## src/rtl/uart_cmd_decoder.sv

```systemverilog
// Command decoder behind the 64-bit UART receiver: validates packets, applies config writes,
// answers config reads and forwards everything else. Error counters built only with UART_CMD_DECODER_ERR_CNT_EN.
module uart_cmd_decoder #(
    parameter int          WIDTH = 64,
    parameter logic [31:0] MAGIC = 32'h8950_4E47
) (
    input  logic             clk,
    input  logic             reset,
    input  logic [WIDTH-1:0] rx_data,
    input  logic             rx_empty,
    input  logic             parity_error,
    output logic             uld_rx_data,
    input  logic [7:0]       chip_id,
    output logic [7:0]       cfg_addr,
    output logic [7:0]       cfg_wr_data,
    output logic             cfg_wr_en,
    input  logic [7:0]       cfg_rd_data,
    output logic [WIDTH-1:0] tx_data,
    output logic             tx_valid,
    input  logic             tx_ready,
    output logic [7:0]       parity_err_cnt,
    output logic [7:0]       magic_err_cnt,
    output logic             busy
);

    typedef enum logic [1:0] {IDLE, DECODE, RD_WAIT, SEND} state_t;

    state_t           state_reg, state_next;
    logic [WIDTH-1:0] pkt_reg, pkt_next;
    logic             pkt_perr_reg, pkt_perr_next;
    logic             uld_reg, uld_next;
    logic [7:0]       cfg_addr_reg, cfg_addr_next;
    logic [7:0]       cfg_wr_data_reg, cfg_wr_data_next;
    logic             cfg_wr_en_reg, cfg_wr_en_next;
    logic [WIDTH-1:0] tx_data_reg, tx_data_next;
    logic             tx_valid_reg, tx_valid_next;
    logic             inc_perr, inc_magic;

    logic [1:0]       pkt_type;
    logic [7:0]       pkt_id;
    logic             id_own, id_bcast;
    logic [62:0]      reply_body;
    logic [WIDTH-1:0] reply;

    assign pkt_type = pkt_reg[1:0];
    assign pkt_id   = pkt_reg[9:2];
    assign id_own   = (pkt_id == chip_id);
    assign id_bcast = (pkt_id == 8'hFF);

    // Reply parity bit makes the total number of ones odd, matching the receiver's check.
    assign reply_body = {1'b1, 4'h0, MAGIC, cfg_rd_data, pkt_reg[17:10], chip_id, 2'b11};
    assign reply      = {~^reply_body, reply_body};

    always_ff @(posedge clk) begin
        if (reset) begin
            state_reg       <= IDLE;
            pkt_reg         <= '0;
            pkt_perr_reg    <= 1'b0;
            uld_reg         <= 1'b0;
            cfg_addr_reg    <= 8'h00;
            cfg_wr_data_reg <= 8'h00;
            cfg_wr_en_reg   <= 1'b0;
            tx_data_reg     <= '0;
            tx_valid_reg    <= 1'b0;
        end else begin
            state_reg       <= state_next;
            pkt_reg         <= pkt_next;
            pkt_perr_reg    <= pkt_perr_next;
            uld_reg         <= uld_next;
            cfg_addr_reg    <= cfg_addr_next;
            cfg_wr_data_reg <= cfg_wr_data_next;
            cfg_wr_en_reg   <= cfg_wr_en_next;
            tx_data_reg     <= tx_data_next;
            tx_valid_reg    <= tx_valid_next;
        end
    end

    always_comb begin
        state_next       = state_reg;
        pkt_next         = pkt_reg;
        pkt_perr_next    = pkt_perr_reg;
        uld_next         = 1'b0;
        cfg_addr_next    = cfg_addr_reg;
        cfg_wr_data_next = cfg_wr_data_reg;
        cfg_wr_en_next   = 1'b0;
        tx_data_next     = tx_data_reg;
        tx_valid_next    = tx_valid_reg;
        inc_perr         = 1'b0;
        inc_magic        = 1'b0;
        case (state_reg)
            IDLE: begin
                if (!rx_empty) begin
                    pkt_next      = rx_data;
                    pkt_perr_next = parity_error;
                    uld_next      = 1'b1;
                    state_next    = DECODE;
                end
            end
            DECODE: begin
                state_next = IDLE;
                if (pkt_perr_reg) begin
                    inc_perr = 1'b1;
                end else if (pkt_type == 2'b00) begin
                    state_next = IDLE;
                end else if (pkt_type == 2'b01 || (!id_own && !id_bcast)) begin
                    tx_data_next  = pkt_reg;
                    tx_valid_next = 1'b1;
                    state_next    = SEND;
                end else if (pkt_reg[57:26] != MAGIC) begin
                    inc_magic = 1'b1;
                end else if (pkt_type == 2'b10) begin
                    cfg_addr_next    = pkt_reg[17:10];
                    cfg_wr_data_next = pkt_reg[25:18];
                    cfg_wr_en_next   = 1'b1;
                    // Broadcast writes are applied locally and still passed down the chain.
                    if (id_bcast && !id_own) begin
                        tx_data_next  = pkt_reg;
                        tx_valid_next = 1'b1;
                        state_next    = SEND;
                    end
                end else if (id_own) begin
                    cfg_addr_next = pkt_reg[17:10];
                    state_next    = RD_WAIT;
                end
            end
            RD_WAIT: begin
                tx_data_next  = reply;
                tx_valid_next = 1'b1;
                state_next    = SEND;
            end
            SEND: begin
                if (tx_ready) begin
                    tx_valid_next = 1'b0;
                    state_next    = IDLE;
                end
            end
            default: state_next = IDLE;
        endcase
    end

`ifdef UART_CMD_DECODER_ERR_CNT_EN
    logic [7:0] err_cnt_reg [2];
    logic [1:0] err_inc;

    assign err_inc = {inc_magic, inc_perr};

    generate
        for (genvar gi = 0; gi < 2; gi++) begin : g_err_cnt
            always_ff @(posedge clk) begin
                if (reset)
                    err_cnt_reg[gi] <= 8'h00;
                else if (err_inc[gi] && err_cnt_reg[gi] != 8'hFF)
                    err_cnt_reg[gi] <= err_cnt_reg[gi] + 8'd1;
            end
        end
    endgenerate

    assign parity_err_cnt = err_cnt_reg[0];
    assign magic_err_cnt  = err_cnt_reg[1];
`else
    logic unused_err_inc;
    assign unused_err_inc = inc_perr ^ inc_magic;
    assign parity_err_cnt = 8'h00;
    assign magic_err_cnt  = 8'h00;
`endif

    assign uld_rx_data = uld_reg;
    assign cfg_addr    = cfg_addr_reg;
    assign cfg_wr_data = cfg_wr_data_reg;
    assign cfg_wr_en   = cfg_wr_en_reg;
    assign tx_data     = tx_data_reg;
    assign tx_valid    = tx_valid_reg;
    assign busy        = (state_reg != IDLE);

endmodule

```

## config.mk

```make
export PLATFORM = sky130hd
export DESIGN_NAME = uart_cmd_decoder
export DESIGN_NICKNAME = d
export VERILOG_FILES = /design/src/rtl/uart_cmd_decoder.sv
export SDC_FILE = /design/constraint.sdc
export NUM_CORES = 1
export LEC_CHECK = 0
export CAP_MARGIN = 25
export CORE_MARGIN = 8
export CORE_UTILIZATION = 50
export DETAILED_ROUTE_END_ITERATION = 10
export GPL_TIMING_DRIVEN = 0
export HOLD_SLACK_MARGIN = 0.06
export PLACE_DENSITY_LB_ADDON = 0.15
export SLEW_MARGIN = 40
export SYNTH_ARGS = -nofsm -noshare
export SYNTH_HDL_FRONTEND = slang
export SYNTH_SLANG_ARGS = --single-unit
```

## constraint.sdc

```tcl
create_clock -name clk -period 5.75 [get_ports clk]
set_clock_uncertainty 0.1 [all_clocks]
set_input_delay 0.8625 -clock clk [delete_from_list [all_inputs] [get_ports clk]]
set_output_delay 0.8625 -clock clk [all_outputs]
set_load 0.1 [all_outputs]
```

==> results.md, run 1 <==
- Boundary Pins: 185
- Vertical die dimension: 124 um
- Total Die Area: 15500 um2
- Cell area after synthesis: 5880 um2
- Initial core utilization: 0.513
- Placement row count: 39
- Met3 WL post-DR: about 1.1 mm
- Final setup viols: 0
- Compound-gate portion of the synthesized area: 0.153
- Weighted congestion reported at the end of routability-driven placement: between 0.8 and 0.9
- Avg WL per Cell: ~17 um
- Antenna cells: 0
- Post-Synthesis Cells: 679
- Resized Gates After CTS: 0
- Maximum Capacitance Violations: 0
- Avg Inst Size Synth: roughly 8.7 um2
- Post-route ant nets: 0
- Time the final worst path needs with I/O delays and setup: approximately 3.7 ns
- Timing-limited maximum frequency: roughly 270 MHz
- TritonCTS clock tree: yes
- Via count of the first global-routing pass: 5543
- 1st-iter DRT viols: roughly 440
- Fraction of synthesis flops using an asynchronous set or reset pin: 0
- Worst slew margin relative to its limit: 0.453
- Initial antenna violation count: 0
- DRC errors left: 0
- Vias per std cell: roughly 5.3
- Sum of negative setup slack: 0 ns
- Fraction of post-synthesis cell area in the top cell type by area: 0.511
- Post-detail-place hpwl: 13.4 mm
- Met1 WL: around 7.8 mm
- Measured slew at the worst slew-check pin: around 0.82 ns
- Top_reg_cell synth: sky130_fd_sc_hd__dfxtp_1
- Final Max Slew Viols: 0
- List of cells traversed by the critical path: clkdlybuf4s50_1, xor2_1, nor4_1, and2_1, clkbuf_1, a211o_2, clkbuf_1, buf_1, o22ai_1, nor2_1
- Hold crit path type: reg2reg
- Worst Path Max Fanout: 10
- Buffers added on ports: 167
- Result of the run: finished clean
- Reg2Reg Setup Slack: 2.59 ns
- Register area share after synthesis: 0.511
- Number of stages on the worst hold path: 2
- XOR/XNOR Fraction of Synth Area: 0.0470
- Overall track demand over capacity in global routing: 0.223
- Largest net degree at the start of global routing: 17
- Setup repair after global routing missed its margin: false
- Crit path capture type: flop
- Fraction of the mapped netlist area in adder cells: 0
- Placeable Area: about 11000 um2
- Worst endpoint data arrival time: around 3.9 ns
- Count of placed standard cells in the final layout, fillers left out: 1036
- CP Class: in2reg
- Met2 wire length: ~8.4 mm
- Die X: between 100 and 150 um
- Most prevalent standard cell on the critical path: sky130_fd_sc_hd__clkbuf_1
- CTS H-tree lvls: 4
- Critical Path Start Type: primary input
- Clock buffer count from CTS: 17
- Vias after detailed routing: about 5500
- Delay contributed by the slowest stage of the critical path: 0.59 ns
- Global-route wire length before repair: 28.1 mm
- Share of cell area taken by muxes after synthesis: 0.0562
- Number of distinct library cell variants in the gate-level netlist after synthesis: 41
- Root Driver: sky130_fd_sc_hd__clkbuf_16
- Final-stage net count: a little under 1000
- CP Data Required Time: ~6 ns
- Setup Fix Bufs, Post-CTS: 0
- Synth-to-layout area growth: 36.7%
- Top Layer Used: met4
- Ratio of cells with drive above 1 in the final layout: 0.163
- Library cell with the largest summed area after synthesis: sky130_fd_sc_hd__dfxtp_1
- Largest cells by area after synthesis: sky130_fd_sc_hd__dfxtp_1, sky130_fd_sc_hd__nand2_1, sky130_fd_sc_hd__a21oi_1
- Depth of the worst register-to-register path: 8
- Tcrit/Tclk final: 0.635
- Total wirelength of the detailed-routed design: between 15 and 20 mm
- Standard cell with the maximum stage delay on the critical path: sky130_fd_sc_hd__nor4_1
- Post-CTS Hold Fix Bufs: 0
- Cell total after placement: between 1000 and 1500
- Num Clock Sinks: 150
- Final hold violations: 0
- Worst VDD drop: approximately 0.22 mV
- Detailed Routing Iterations Pass 1: 5
- Main combinational cell family by area after synthesis: simple AND/OR/NAND/NOR gates
- Clock transition at the registers of the reported paths: about 0.060 ns
- Number of buffers on the longest clock path: 2
- EDFF count, synth: 0
- Count of synthesis-stage warnings from yosys: 0
- Worst-skew pair later-pin latency: about 0.42 ns
- Congestion Overflow GR: 0
- Static Leak: ~3.2 nW
- Simple-Gate Fraction of Synth Area: 0.177
- Pwr Density: between 300 and 400 nW/um2
- Register bit count reported by yosys: 150
area by class of cell:
class	count	area, um2
Fill cell	906	3430
Sequential cell	150	3000
Multi-Input combinational cell	475	2610
Timing Repair Buffer	167	1250
Clock buffer	21	470
Buffer	66	313
Clock inverter	11	196
Tap cell	143	179
Inverter	3	11.3
stage by stage:
| stage | util | power (W) | setup WS, ns | area (um2) | hold WS [ns] |
|---|---|---|---|---|---|
| final | 0.701 | 0.00294 | 2.10 | 8040 | 0.354 |
| after CTS | 0.701 | 0.00294 | 2.10 | 8040 | 0.356 |
| after detailed placement | 0.643 | 0.00172 | 1.75 | 7370 | 0.348 |
| after global placement | 0.679 | 0.00173 | 1.84 | 7780 | 0.343 |
| after floorplan | - | 0.00157 | 2.91 | 5930 | 0.332 |
| after global routing | 0.701 | 0.00303 | 1.91 | 8040 | 0.378 |
cell usage after synthesis (3+ instances only):
| cell | instances |
|---|---|
| sky130_fd_sc_hd__xor2_1 | 11 |
| sky130_fd_sc_hd__a21oi_1 | 78 |
| sky130_fd_sc_hd__nor2_1 | 77 |
| sky130_fd_sc_hd__nand2_1 | 148 |
| sky130_fd_sc_hd__buf_2 | 3 |
| sky130_fd_sc_hd__mux2i_1 | 33 |
| sky130_fd_sc_hd__buf_4 | 16 |
| sky130_fd_sc_hd__a22oi_1 | 23 |
| sky130_fd_sc_hd__nor4_1 | 5 |
| sky130_fd_sc_hd__dfxtp_1 | 150 |
| sky130_fd_sc_hd__xnor2_1 | 18 |
| sky130_fd_sc_hd__buf_1 | 8 |
| sky130_fd_sc_hd__o22ai_1 | 16 |
| sky130_fd_sc_hd__a211oi_1 | 18 |
| sky130_fd_sc_hd__inv_1 | 3 |
| sky130_fd_sc_hd__clkbuf_1 | 38 |
| sky130_fd_sc_hd__nand4_1 | 4 |
cells in the final DEF, fill, tap and decap left out, drive strengths merged, types with 18 or more instances in the layout:
master	n
nor2	77
xnor2	18
mux2i	33
dfxtp	150
a22oi	23
clkbuf	60
clkdlybuf4s50	83
a21oi	78
a211oi	18
buf	111
nand2	148
cell families (layout without fill, tap and decap cells):
logic type | count (synthesis) | count (layout)
buffers and inverters | 69 | 268
XOR/XNOR | 30 | 30
multiplexers | 33 | 33
flip-flops | 150 | 150
AND/OR/NAND/NOR | 251 | 251
AO/OA/AOI/OAI | 145 | 145
other | 1 | 16
critical path: cells and delay by family:
kind	cells	cell delay, ns
AND/OR/NAND/NOR	3	0.96
AO/OA/AOI/OAI	2	0.33
buffers and inverters	4	1.55
XOR/XNOR	1	0.19
power by group:
part           internal [W]  switching [W]
Combinational      0.000168       0.000395
Sequential          0.00110      0.0000440
Clock              0.000806       0.000428
Total               0.00207       0.000867
worst paths after layout:
path	startpoint	endpoint
worst max-delay path	chip_id[6]	tx_data[53]$_SDFFE_PP0P_
worst min-delay path	tx_data[10]$_SDFFE_PP0P_	tx_data[10]$_SDFFE_PP0P_
worst max register to register	pkt_reg[38]$_SDFFE_PP0P_	tx_data[15]$_SDFFE_PP0P_
worst min register to register	tx_data[10]$_SDFFE_PP0P_	tx_data[10]$_SDFFE_PP0P_
metal layers:
metal	vias to the layer above	GRT usage
met1	2581	0.275
met5	-	0
met2	206	0.360
li1	2682	-
met4	0	0.0872
met3	30	0.0626
Power figures use the tool's default switching activity.
==> inputs of run 2 (changes only) <==
- CORE_UTILIZATION: 50 -> 42
- clock period: 5.75 -> 3.2 ns (I/O delays scaled with it)
==> run 2 against run 1 <==
  * Sequential share of layout area is 0.37 points lower
  * Total power is 81% higher
  * Non-clock buffer count stayed put
  * Global-route usage is 2.2 points lower
  * Clock power is 83% higher
  * Combinational power is 81% higher
==> results.md, run 2 (same netlist as run 1, synthesis figures left out) <==
- Result of the run: finished clean
- Buffers added on ports: between 150 and 200
- Vias per std cell: 5.04
- Post-detail-place hpwl: around 14 mm
- Busiest layer in global routing: met2
- Worst-skew pair later-pin latency: approximately 0.41 ns
- Total wirelength of the detailed-routed design: 18.2 mm
- Maximum Capacitance Violations: 0
- Final setup viols: 0
- Top library cells by usage in the layout, fill and taps aside: sky130_fd_sc_hd__dfxtp_1, sky130_fd_sc_hd__nand2_1, sky130_fd_sc_hd__buf_2
- Boundary Pins: ~190
- Worst VDD drop: around 0.33 mV
- Dpl cell area: 7420 um2
- Placeable Area: ~14000 um2
- Final hold violations: 0
- Fin util: 0.589
- Number of stages on the worst hold path: 2
- Commonest non-fill, non-tap cell in the layout: sky130_fd_sc_hd__dfxtp_1
- Die X: 134 um
- Pwr Density: approximately 660 nW/um2
- Timing-limited maximum frequency: ~350 MHz
- Count of placed standard cells in the final layout, fillers left out: between 1000 and 1500
- Cell total after placement: about 1000
- Clock buffer count from CTS: 17
- Design area: just over 8000 um2
- Worst endpoint data arrival time: between 3 and 4 ns
- Setup WS post-layout: about 0.32 ns
- Final Max Slew Viols: 0
- Min Hold Slack: ~0.35 ns
- Worst setup slack after placement: -0.418 ns
- Critical Path Start Type: flop
- Static Leak: approximately 3.2 nW
- Num Clock Sinks: 150
- Worst r2r src: pkt_reg[54]$_SDFFE_PP0P_
- Reg2Reg Setup Slack: around 0.32 ns
- 1st-iter DRT viols: about 340
- Tcrit/Tclk final: 0.901
- Placement row count: between 40 and 50
- Number of buffers on the longest clock path: 2
- Met2 demand-to-capacity share in global routing: 0.328
- Met3 Usage GRT: 0.0557
- Total Die Area: around 18000 um2
- Congestion Overflow GR: 0
- TritonCTS clock tree: yes
- CP Data Required Time: approximately 3.4 ns
- Global-route wire length before repair: 28.7 mm
- Capturing point of the worst reg2reg path: cfg_addr[4]$_SDFFE_PP0P_
- Worst hold start: tx_data[15]$_SDFFE_PP0P_
- CTS H-tree lvls: 4
- Ratio of cells with drive above 1 in the final layout: 0.170
- Hold crit path type: reg2reg
- Worst slew margin relative to its limit: 0.442
- Hold worst-path end: tx_data[15]$_SDFFE_PP0P_
- Time the final worst path needs with I/O delays and setup: slightly below 3 ns
- Via count of the first global-routing pass: ~5500
- Weighted congestion reported at the end of routability-driven placement: between 0.8 and 0.9
- Antenna cells: 0
- Crit path capture type: flop
- Setup repair after global routing missed its margin: false
- Depth of the worst register-to-register path: 7
- Met1 track demand over resource: 0.246
- Final-stage net count: between 900 and 1000
- Avg WL per Cell: between 15 and 20 um
- Initial core utilization: 0.427
- Detailed Routing Iterations Pass 1: 7
- Worst Path Max Fanout: 8
- Root Driver: sky130_fd_sc_hd__clkbuf_16
- Clock transition at the registers of the reported paths: 0.06 ns
- Vertical die dimension: roughly 130 um
- DRC errors left: 0
- Overall track demand over capacity in global routing: 0.201
- Initial antenna violation count: 0
- Post-route ant nets: 0
- Vias after detailed routing: about 5400
- Largest net degree at the start of global routing: 17
- Setup Fix Bufs, Post-CTS: 0
- Synth-to-layout area growth: 38.1%
- CP Class: reg2reg
- Measured slew at the worst slew-check pin: 0.836 ns
-- run 2: worst max path at each step --
stage	start	endpoint	slack, ns	depth (start not counted)
after global routing	pkt_reg[54]$_SDFFE_PP0P_	cfg_addr[7]$_SDFFE_PP0P_	0.1	7
final	pkt_reg[54]$_SDFFE_PP0P_	cfg_addr[4]$_SDFFE_PP0P_	0.32	7
after detailed placement	chip_id[3]	tx_data[50]$_SDFFE_PP0P_	-0.42	10
after CTS	chip_id[3]	tx_data[50]$_SDFFE_PP0P_	0.02	10
after floorplan	state_reg[0]$_SDFFE_PP0P_	cfg_addr[7]$_SDFFE_PP0P_	0.67	9
after global placement	chip_id[3]	tx_data[46]$_SDFFE_PP0P_	-0.37	10
-- run 2: final cells by class --
| type | count | area (um2) |
|---|---|---|
| fill | 1244 | 5650 |
| tap | 180 | 225 |
| clock buffer | 23 | 478 |
| sequential | 150 | 3000 |
| clock inverter | 9 | 195 |
| multi-input combinational | 475 | 2640 |
| timing repair buffer | 167 | 1250 |
| inverter | 3 | 11.3 |
| buffer | 66 | 318 |
-- run 2: worst max-delay path, cell delays in order, from the launching register on --
cell and delay [ns]:
sky130_fd_sc_hd__dfxtp_1 0.33, sky130_fd_sc_hd__nor4_1 0.42, sky130_fd_sc_hd__nand4_1 0.27, sky130_fd_sc_hd__or3_1 0.39
sky130_fd_sc_hd__buf_2 0.17, sky130_fd_sc_hd__a2111oi_4 0.74, sky130_fd_sc_hd__mux2i_1 0.27, sky130_fd_sc_hd__nor2_1 0.06
-- run 2: stage by stage --
stage | total power, W | setup TNS, ns
floorplan | 0.00281 | 0
global placement | 0.00313 | -8.14
detailed placement | 0.00311 | -9.86
CTS | 0.00535 | 0
global route | 0.00551 | 0
finish | 0.00532 | 0
-- run 2: metal layers --
layer | part of all wire | wire length (um)
met1 | 0.44 | 8090
met2 | 0.48 | 8650
met3 | 0.063 | 1150
met4 | 0.016 | 294
met5 | 0 | 0
-- run 2: timing repair --
item | CTS | global route
gates resized for setup | 0 | 8
hold endpoints to repair | 0 | 0
hold buffers | 0 | 0
endpoints found under the setup margin | 0 | 40
-- run 2: report_power, final --
part	total [W]	internal, W	leakage (nW)	switching [W]
combinational	0.00102	0.000305	1.69	0.000716
sequential	0.00205	0.00197	1.22	0.0000834
clock	0.00225	0.00152	0.331	0.000725
total	0.00532	0.00380	3.25	0.00152
